<file path="src/rtl/wb_bttns_debounce.sv">
// Wishbone slave that synchronizes and debounces push buttons, latches debounced
// rising edges in a W1C register and raises a level interrupt for enabled rises.
module wb_bttns_debounce #(
  parameter int                 NUM_BTTNS = 5,
  parameter int                 CNT_W     = 20,
  parameter logic [CNT_W-1:0]   DB_RESET  = 20'd100000
) (
  input  logic                 wb_clk_i,
  input  logic                 wb_rst_n_i,
  input  logic [31:0]          wb_adr_i,
  input  logic [31:0]          wb_dat_i,
  input  logic [3:0]           wb_sel_i,
  input  logic                 wb_we_i,
  input  logic                 wb_cyc_i,
  input  logic                 wb_stb_i,
  input  logic [2:0]           wb_cti_i,
  input  logic [1:0]           wb_bte_i,
  output logic [31:0]          wb_dat_o,
  output logic                 wb_ack_o,
  output logic                 wb_err_o,
  output logic                 wb_rty_o,
  input  logic [NUM_BTTNS-1:0] bttns_i,
  output logic                 irq_o
);

  localparam logic [3:0] OFF_DATA  = 4'h0;
  localparam logic [3:0] OFF_RISE  = 4'h1;
  localparam logic [3:0] OFF_IE    = 4'h2;
  localparam logic [3:0] OFF_DBCNT = 4'h3;

  logic [NUM_BTTNS-1:0] sync1_r, sync2_r, data_r, rise_r, ie_r;
  logic [CNT_W-1:0]     cnt_r     [NUM_BTTNS];
  logic [CNT_W-1:0]     cnt_nxt_s [NUM_BTTNS];
  logic [CNT_W-1:0]     dbcnt_r, thr_s;
  logic [CNT_W:0]       inc_s;
  logic [NUM_BTTNS-1:0] commit_s, rise_set_s;
  logic                 ack_r, irq_r;
  logic [31:0]          dat_r;
  logic                 req_s, wr_s;
  logic [3:0]           adr_s;
  logic [31:0]          byte_mask_s, wr_bits_s, rd_s;
  logic [31:0]          data32_s, rise32_s, ie32_s, dbcnt32_s;
  logic [31:0]          ie_wr_s, dbcnt_wr_s, rise_clr_s;
  logic                 unused_s;

  assign adr_s    = wb_adr_i[5:2];
  assign req_s    = wb_cyc_i & wb_stb_i & ~ack_r;
  assign wr_s     = req_s & wb_we_i;
  assign wb_ack_o = ack_r;
  assign wb_dat_o = dat_r & {32{wb_cyc_i & wb_stb_i}};
  assign wb_err_o = 1'b0;
  assign wb_rty_o = 1'b0;
  assign irq_o    = irq_r;
  assign unused_s = ^{wb_cti_i, wb_bte_i, wb_adr_i[31:6], wb_adr_i[1:0],
                      ie_wr_s, dbcnt_wr_s, rise_clr_s};

  // Per-button debounce counters; a zero DBCNT behaves like a threshold of one.
  always_comb begin
    thr_s    = (dbcnt_r == {CNT_W{1'b0}}) ? {{(CNT_W-1){1'b0}}, 1'b1} : dbcnt_r;
    inc_s    = {(CNT_W+1){1'b0}};
    commit_s = {NUM_BTTNS{1'b0}};
    for (int i = 0; i < NUM_BTTNS; i++) begin
      inc_s = {1'b0, cnt_r[i]} + {{CNT_W{1'b0}}, 1'b1};
      if (sync2_r[i] == data_r[i]) begin
        cnt_nxt_s[i] = {CNT_W{1'b0}};
      end else if (inc_s >= {1'b0, thr_s}) begin
        cnt_nxt_s[i] = {CNT_W{1'b0}};
        commit_s[i]  = 1'b1;
      end else begin
        cnt_nxt_s[i] = inc_s[CNT_W-1:0];
      end
    end
    rise_set_s = commit_s & sync2_r;
  end

  // Register read mux and byte-lane write merge, all zero-extended to 32 bits.
  always_comb begin
    byte_mask_s = {{8{wb_sel_i[3]}}, {8{wb_sel_i[2]}}, {8{wb_sel_i[1]}}, {8{wb_sel_i[0]}}};
    wr_bits_s   = wb_dat_i & byte_mask_s;
    data32_s    = 32'd0;
    rise32_s    = 32'd0;
    ie32_s      = 32'd0;
    dbcnt32_s   = 32'd0;
    data32_s[NUM_BTTNS-1:0] = data_r;
    rise32_s[NUM_BTTNS-1:0] = rise_r;
    ie32_s[NUM_BTTNS-1:0]   = ie_r;
    dbcnt32_s[CNT_W-1:0]    = dbcnt_r;
    case (adr_s)
      OFF_DATA:  rd_s = data32_s;
      OFF_RISE:  rd_s = rise32_s;
      OFF_IE:    rd_s = ie32_s;
      OFF_DBCNT: rd_s = dbcnt32_s;
      default:   rd_s = 32'd0;
    endcase
    ie_wr_s    = (ie32_s & ~byte_mask_s) | wr_bits_s;
    dbcnt_wr_s = (dbcnt32_s & ~byte_mask_s) | wr_bits_s;
    if (wr_s && (adr_s == OFF_RISE)) begin
      rise_clr_s = wr_bits_s;
    end else begin
      rise_clr_s = 32'd0;
    end
  end

  // Synchronizers, debounce state and counters.
  always_ff @(posedge wb_clk_i or negedge wb_rst_n_i) begin
    if (!wb_rst_n_i) begin
      sync1_r <= {NUM_BTTNS{1'b0}};
      sync2_r <= {NUM_BTTNS{1'b0}};
      data_r  <= {NUM_BTTNS{1'b0}};
      for (int i = 0; i < NUM_BTTNS; i++) cnt_r[i] <= {CNT_W{1'b0}};
    end else begin
      sync1_r <= bttns_i;
      sync2_r <= sync1_r;
      data_r  <= (data_r & ~commit_s) | (sync2_r & commit_s);
      for (int i = 0; i < NUM_BTTNS; i++) cnt_r[i] <= cnt_nxt_s[i];
    end
  end

  // Control registers; a rise event outranks a simultaneous W1C clear.
  always_ff @(posedge wb_clk_i or negedge wb_rst_n_i) begin
    if (!wb_rst_n_i) begin
      rise_r  <= {NUM_BTTNS{1'b0}};
      ie_r    <= {NUM_BTTNS{1'b0}};
      dbcnt_r <= DB_RESET;
      irq_r   <= 1'b0;
    end else begin
      rise_r <= (rise_r & ~rise_clr_s[NUM_BTTNS-1:0]) | rise_set_s;
      irq_r  <= |(rise_r & ie_r);
      if (wr_s && (adr_s == OFF_IE)) begin
        ie_r <= ie_wr_s[NUM_BTTNS-1:0];
      end else begin
        ie_r <= ie_r;
      end
      if (wr_s && (adr_s == OFF_DBCNT)) begin
        dbcnt_r <= dbcnt_wr_s[CNT_W-1:0];
      end else begin
        dbcnt_r <= dbcnt_r;
      end
    end
  end

  // Single-cycle acknowledge with read data captured at the request cycle.
  always_ff @(posedge wb_clk_i or negedge wb_rst_n_i) begin
    if (!wb_rst_n_i) begin
      ack_r <= 1'b0;
      dat_r <= 32'd0;
    end else begin
      ack_r <= req_s;
      dat_r <= req_s ? rd_s : 32'd0;
    end
  end

endmodule

</file>
<file path="config.mk">
export PLATFORM = sky130hd
export DESIGN_NAME = wb_bttns_debounce
export DESIGN_NICKNAME = d
export VERILOG_FILES = /design/src/rtl/wb_bttns_debounce.sv
export SDC_FILE = /design/constraint.sdc
export NUM_CORES = 1
export LEC_CHECK = 0
export CAP_MARGIN = 15
export CORE_ASPECT_RATIO = 1.1
export CORE_MARGIN = 2
export CORE_UTILIZATION = 51
export DETAILED_ROUTE_END_ITERATION = 16
export PLACE_DENSITY = 0.74
export SETUP_SLACK_MARGIN = 0.3
export SKIP_CTS_REPAIR_TIMING = 1
export SLEW_MARGIN = 25
export SYNTH_ARGS = -nofsm -noshare
export SYNTH_HDL_FRONTEND = slang
export SYNTH_SLANG_ARGS = --single-unit
</file>
<file path="constraint.sdc">
create_clock -name wb_clk_i -period 3 [get_ports wb_clk_i]
set_input_delay 0.6 -clock wb_clk_i [delete_from_list [all_inputs] [get_ports wb_clk_i]]
set_output_delay 0.6 -clock wb_clk_i [all_outputs]
set_load 0.01 [all_outputs]
</file>
==> results of run 1 <==
==> per-stage QoR <==
step | hold slack (ps) | total power [mW]
finish | 99.2 | 7.79
global route | 131 | 8.14
CTS | 110 | 6.85
detailed placement | 336 | 4.64
global placement | 333 | 4.58
floorplan | 304 | 3.81
==> worst reg2reg max path, stage by stage, from the launching register on <==
cell and delay (ps):
dfrtp_1 350, and3_4 200, nand3_4 90, or3_4 420, nor2_4 110, xor2_1 240
ha_1 300, nand4_1 170, nor2_2 50, a221o_1 360, a2111oi_4 240, buf_4 180
nand3_4 130, clkbuf_16 200, nor2b_1 120
==> synthesized netlist by cell type, types with 6 or more instances <==
cell type,n
nand2b_1,11
and2b_2,10
xor2_1,38
nor4_1,11
clkbuf_1,11
ha_1,105
mux2_2,24
and3_1,43
dfstp_2,6
buf_4,14
inv_1,32
a21oi_1,32
and2_1,25
xnor2_1,57
a21o_1,9
and4_1,7
nand2_1,61
dfrtp_1,161
nand4_1,30
nor3_1,8
a211oi_1,6
nor2_1,43
nor2b_1,82
o21ai_0,21
nand3_1,44
==> report_power, final <==
part	leakage [nW]	internal (mW)	total [mW]	switching [mW]
sequential	2.23	2.41	2.57	0.160
clock	0.287	1.20	2.21	1.01
combinational	4.10	1.51	3.01	1.50
==> logic make-up (layout without fill, tap and decap cells) <==
kind of cell / count (synthesis) / in the layout / synth area share [%]
xor+xnor: 95 / 95 / 8.46
buf+inv: 64 / 268 / 3.19
fa+ha+maj: 105 / 105 / 13.4
simple gates: 385 / 388 / 22.0
other cells: 1 / 14 / 0.0382
compound gates: 88 / 88 / 5.66
mux: 34 / 34 / 4.66
flops: 167 / 167 / 42.6
==> path summary, 6_finish.rpt <==
path	endpoint	slack, ps	cells past startpoint
max	cnt_r[53]	-210	14
min	cnt_r[25]	100	1
max reg2reg	cnt_r[53]	-210	14
min reg2reg	sync2_r[3]	350	0
max in group asynchronous	asynchronous set/reset pin	2150	2
min in group wb_clk_i	sync2_r[3]	350	0
==> metal layers <==
| layer | track usage (%) | up-vias | wire length [um] |
|---|---|---|---|
| met3 | 4.47 | 58 | 1130 |
| met1 | 31.1 | 3953 | 10800 |
| met5 | 0 | - | 0 |
| met4 | 10.4 | 0 | 903 |
| li1 | - | 3690 | - |
| met2 | 43.6 | 223 | 14500 |
==> area by class of cell <==
class	instances	area (um^2)	share of cell area, %
clock inverter	14	156	1.17
inverter	32	120	0.902
tap	247	309	2.32
multi-input combinational	724	6230	46.8
timing repair buffer	204	1880	14.1
clock buffer	18	439	3.30
sequential	167	4190	31.4
==> flow_summary.yaml, run 1 <==
critical_path:
  arrival_ps: 3580
  timing_worst_setup_path_type: "register to register"
  max_stage_delay_ps: 420
  endpoint_kind: "register"
  startpoint: "cnt_r[48]"
  cpMostUsedCell: "nand3_4"
  crit_buf_inv: 2
  r2r-start: "cnt_r[48]"
  critical_path.max_fanout: 4
  cp.required_ps: 3360
  startpoint_type: "register"
  cp_cell_sequence: "and3_4, nand3_4, or3_4, nor2_4, xor2_1, ha_1, nand4_1, nor2_2, a221o_1, a2111oi_4, buf_4, nand3_4, clkbuf_16, nor2b_1"
  path_delay_family: "simple AND/OR/NAND/NOR gates"
  crit_slowest_cell: "or3_4"
timing:
  post-route-period-util_pct: 107
  fin_crit_ps: 3210
  clock.fmax_mhz: 311
  slew_headroom_pct: 25.9
  finalClockSkew_ps: 9.96
  final.setup.worst_slack_ps: -213
  setup_violations: 80
  setup-tns-final_ps: -9020
  worstMarginPinSlew_ps: 1110
  finalHoldViolCount: 0
  grt_setup_unrepaired: "true"
  report.final.slew_viol_count: 0
synthesis:
  synth_flop_cell: "dfrtp_1"
  yosys-top-cells-area: "dfrtp_1, ha_1, nor2b_1, xnor2_1, xor2_1"
  synth_top_area_cell: "dfrtp_1"
  syn_inst: 939
  syn_area_um2: 9830
  yosysTopAreaCellShare_pct: 41.0
  synth_enable_flop_cells: 0
  seq_area_frac_synth_pct: 42.6
  ys_seq_elements: 167
  synthDistinctLibCells: 53
  ys_warn_count: 0
  avgSynthCellArea_um2: 10.5
  async_reset_ff_share_pct: 100
placed_design:
  place_ws_ps: -178
  gp_congestion: 0.881
  dp_hpwl_um: 18100
  port_buffers: 58
  place_area_um2: 11700
  dpl.cell_count: 1343
route:
  wl_per_cell_um: 19.5
  vias: 7924
  drt-total-wl_um: 27400
  dr.pass1.iters: 5
  viasPerCell: 5.64
  ant_nets: 0
  drcViolationCount: 0
  drt_iter0_markers: 442
global_route:
  grt_pass1_wl_um: 38800
  grt_max_degree: 66
  antenna_found_initial: 0
  grt_pass1_vias: 7639
  grt_overflow: 0
  grt_usage_pct: 25.2
pwr:
  ir_worst_vdd_v: 0.000521
  p_per_area_nw_per_um2: 585
  power_leakage_nw: 6.62
outcome:
  status: "finished with violations"
  violations: "negative setup slack"
cts:
  htree_levels: 4
  cts_buffers: 17
  cts_tree: "yes"
  clk_pin_slew_worst_paths_ps: 70
  clockBufferDepth: 2
  clkLatencyLatePin_ps: 440
  cts.sinks: 167
  cts_root_buffer: "clkbuf_16"
finish:
  fillers: 1309
  fin_nets: 1334
  mostFrequentLayoutCell: "dfrtp_1"
  drive_gt1_share_pct: 31.3
  post-route-util_pct: 70.0
  antenna_cells: 0
  final_cells: 1406
  most-common-layout-cells: "dfrtp_1, buf_4, ha_1, nand2_1, nor2b_1"
  fin_area_um2: 13300
  area_growth_pct: 35.5
floorplanning:
  core_area_um2: 19000
  die_w_um: 136
  rows: 53
  die_area_um2: 20400
  die_y_um: 150
  ios: 119
  start_util_pct: 51.6
job:
  maxCapViolCount: 0
hold_path:
  worstHoldPathType: "primary input to asynchronous set/reset pin"
No activity file was read; power rests on OpenSTA's default activity.
==> run 2, diff against run 1 <==
clock period = 2.8 ns   (was 3 ns; I/O delays follow)
==> run 2 against run 1 <==
The run still ends with negative setup slack left; global-route usage is 1.3 points higher; worst setup slack worse by 230 ps; worst hold slack worse by 32 ps; clock skew is 2.1 ps lower; sequential power is 7% higher; register-to-register slack worse by 230 ps; routed wire length is 3.9% higher; combinational power is 5% higher; final cell count is 3.9% higher; first-iteration DRC count is 36% higher; fmax is 0.96% lower; sequential cell count stayed put; highest routed layer unchanged.
==> flow_summary.yaml, run 2 (same netlist as run 1, synthesis figures left out) <==
critical_path:
  path_delay_family: "compound AO/OA/AOI/OAI gates"
  crit_slowest_cell: "dfrtp_1"
  critical_path.max_fanout: 3
  cpMostUsedCell: "nand3_2"
  max_stage_delay_ps: 410
  cp_cell_sequence: "ha_4, nand3_2, buf_4, nor2_4, nand3_2, xnor2_2, ha_1, a21oi_1, o21ai_0, a221o_1, a2111oi_4, and2_4, mux2_4"
  timing_worst_setup_path_type: "register to register"
  arrival_ps: 3570
  cp.required_ps: 3130
  endpoint_kind: "register"
  crit_buf_inv: 1
  startpoint_type: "register"
finish:
  post-route-util_pct: 72.7
  fin_nets: 1388
  area_growth_pct: 40.8
  final_cells: 1461
  most-common-layout-cells: "buf_4, dfrtp_1, ha_1, nor2b_1, nand2_1"
  fin_area_um2: 13800
  mostFrequentLayoutCell: "buf_4"
  drive_gt1_share_pct: 34.5
timing:
  setup_violations: 110
  grt_setup_unrepaired: "true"
  report.final.slew_viol_count: 0
  clock.fmax_mhz: 308
  worstMarginPinSlew_ps: 952
  final.setup.worst_slack_ps: -444
  post-route-period-util_pct: 116
  slew_headroom_pct: 36.3
  fin_crit_ps: 3240
  finalClockSkew_ps: 7.85
  finalHoldViolCount: 0
pwr:
  ir_worst_vdd_v: 0.000434
  power_leakage_nw: 6.82
  p_per_area_nw_per_um2: 612
  power_mw: 8.46
hold_path:
  worstHoldPathType: "primary input to asynchronous set/reset pin"
cts:
  cts_root_buffer: "clkbuf_16"
  clockBufferDepth: 2
  cts.sinks: 167
  htree_levels: 4
  cts_tree: "yes"
  cts_buffers: 17
  clkLatencyLatePin_ps: 440
  clk_pin_slew_worst_paths_ps: 70
route:
  drt_iter0_markers: 600
  drt-total-wl_um: 28400
  drcViolationCount: 0
  wl_per_cell_um: 19.5
  dr.pass1.iters: 7
  ant_nets: 0
  viasPerCell: 5.62
  vias: 8210
global_route:
  antenna_found_initial: 1
  grt_max_degree: 65
  grt_pass1_wl_um: 41100
  grt_usage_pct: 26.6
  grt_overflow: 0
  grt_pass1_vias: 8169
floorplanning:
  core_area_um2: 19000
  start_util_pct: 51.6
  die_w_um: 136
  die_y_um: 150
  ios: 119
  die_area_um2: 20400
  rows: 53
outcome:
  status: "finished with violations"
  violations: "negative setup slack"
placed_design:
  place_area_um2: 12200
  gp_congestion: 0.849
  port_buffers: 58
  dp_hpwl_um: 19000
  dpl.cell_count: 1397
job:
  maxCapViolCount: 0
[run 2: changes by cell type in the layout (fill, tap and decap cells not counted), moves of 4 or more]
cell,delta
a211oi_2,+4
and3_1,-4
and3_4,+4
buf_4,+51
buf_6,+6
ha_1,-4
ha_4,+5
nor2_2,-5
nor2b_4,-5
[run 2: final timing paths]
| path | start | endpoint | slack, ps | depth (start not counted) |
|---|---|---|---|---|
| worst max register to register | cnt_r[41] | register | -440 | 13 |
| worst min register to register | sync1_r[3] | sync2_r[3] | 350 | 0 |
| max in group asynchronous | wb_rst_n_i | asynchronous set/reset pin | 1970 | 2 |
| worst min-delay path | wb_rst_n_i | dat_r[7] | 70 | 1 |
| min in group wb_clk_i | sync1_r[3] | sync2_r[3] | 350 | 0 |
| worst max-delay path | cnt_r[41] | register | -440 | 13 |
[run 2: layout make-up]
class | instances | area [um^2]
Sequential cell | 167 | 4190
Clock buffer | 19 | 433
Timing Repair Buffer | 259 | 2270
Fill cell | 1207 | 5190
Clock inverter | 13 | 193
Antenna cell | 1 | 2.50
Multi-Input combinational cell | 723 | 6320
Tap cell | 247 | 309
Inverter | 32 | 120
[run 2: power breakdown]
group          internal [mW]  switching (mW)  total [mW]
logic                   1.56            1.59        3.15
clock network           1.51            1.04        2.55
registers               2.58           0.178        2.76
total                   5.65            2.81        8.46
[run 2: worst reg2reg max path, stage by stage (launching register included)]
cell       delay [ps]
dfrtp_1           410
ha_4              170
nand3_2            90
buf_4             160
nor2_4            120
nand3_2           120
xnor2_2           220
ha_1              300
a21oi_1           180
o21ai_0           140
a221o_1           400
a2111oi_4         320
and2_4            220
mux2_4            290
[run 2: metrics by stage]
step	hold WS, ps	setup TNS [ps]	setup slack, ps
after global routing	116	-44890	-533
after detailed placement	336	-23850	-419
after floorplan	264	-3500	-194
after global placement	331	-18280	-321
after CTS	104	-27280	-452
final	67.4	-29160	-444
[run 2: routing by layer]
metal	GRT usage [%]	up-vias	part of all wire, %	routed length, um
li1	-	3798	-	-
met1	31.7	4118	39	11200
met2	47.8	215	53	15000
met3	4.67	79	4.0	1140
met4	9.43	0	3.8	1080
met5	0	-	0	0
==> run 3, diff against run 2 <==
CAP_MARGIN = 20   (was 15)
==> results of run 3 <==
Same layout as run 2: the final DEF is identical, and so are final timing and power.
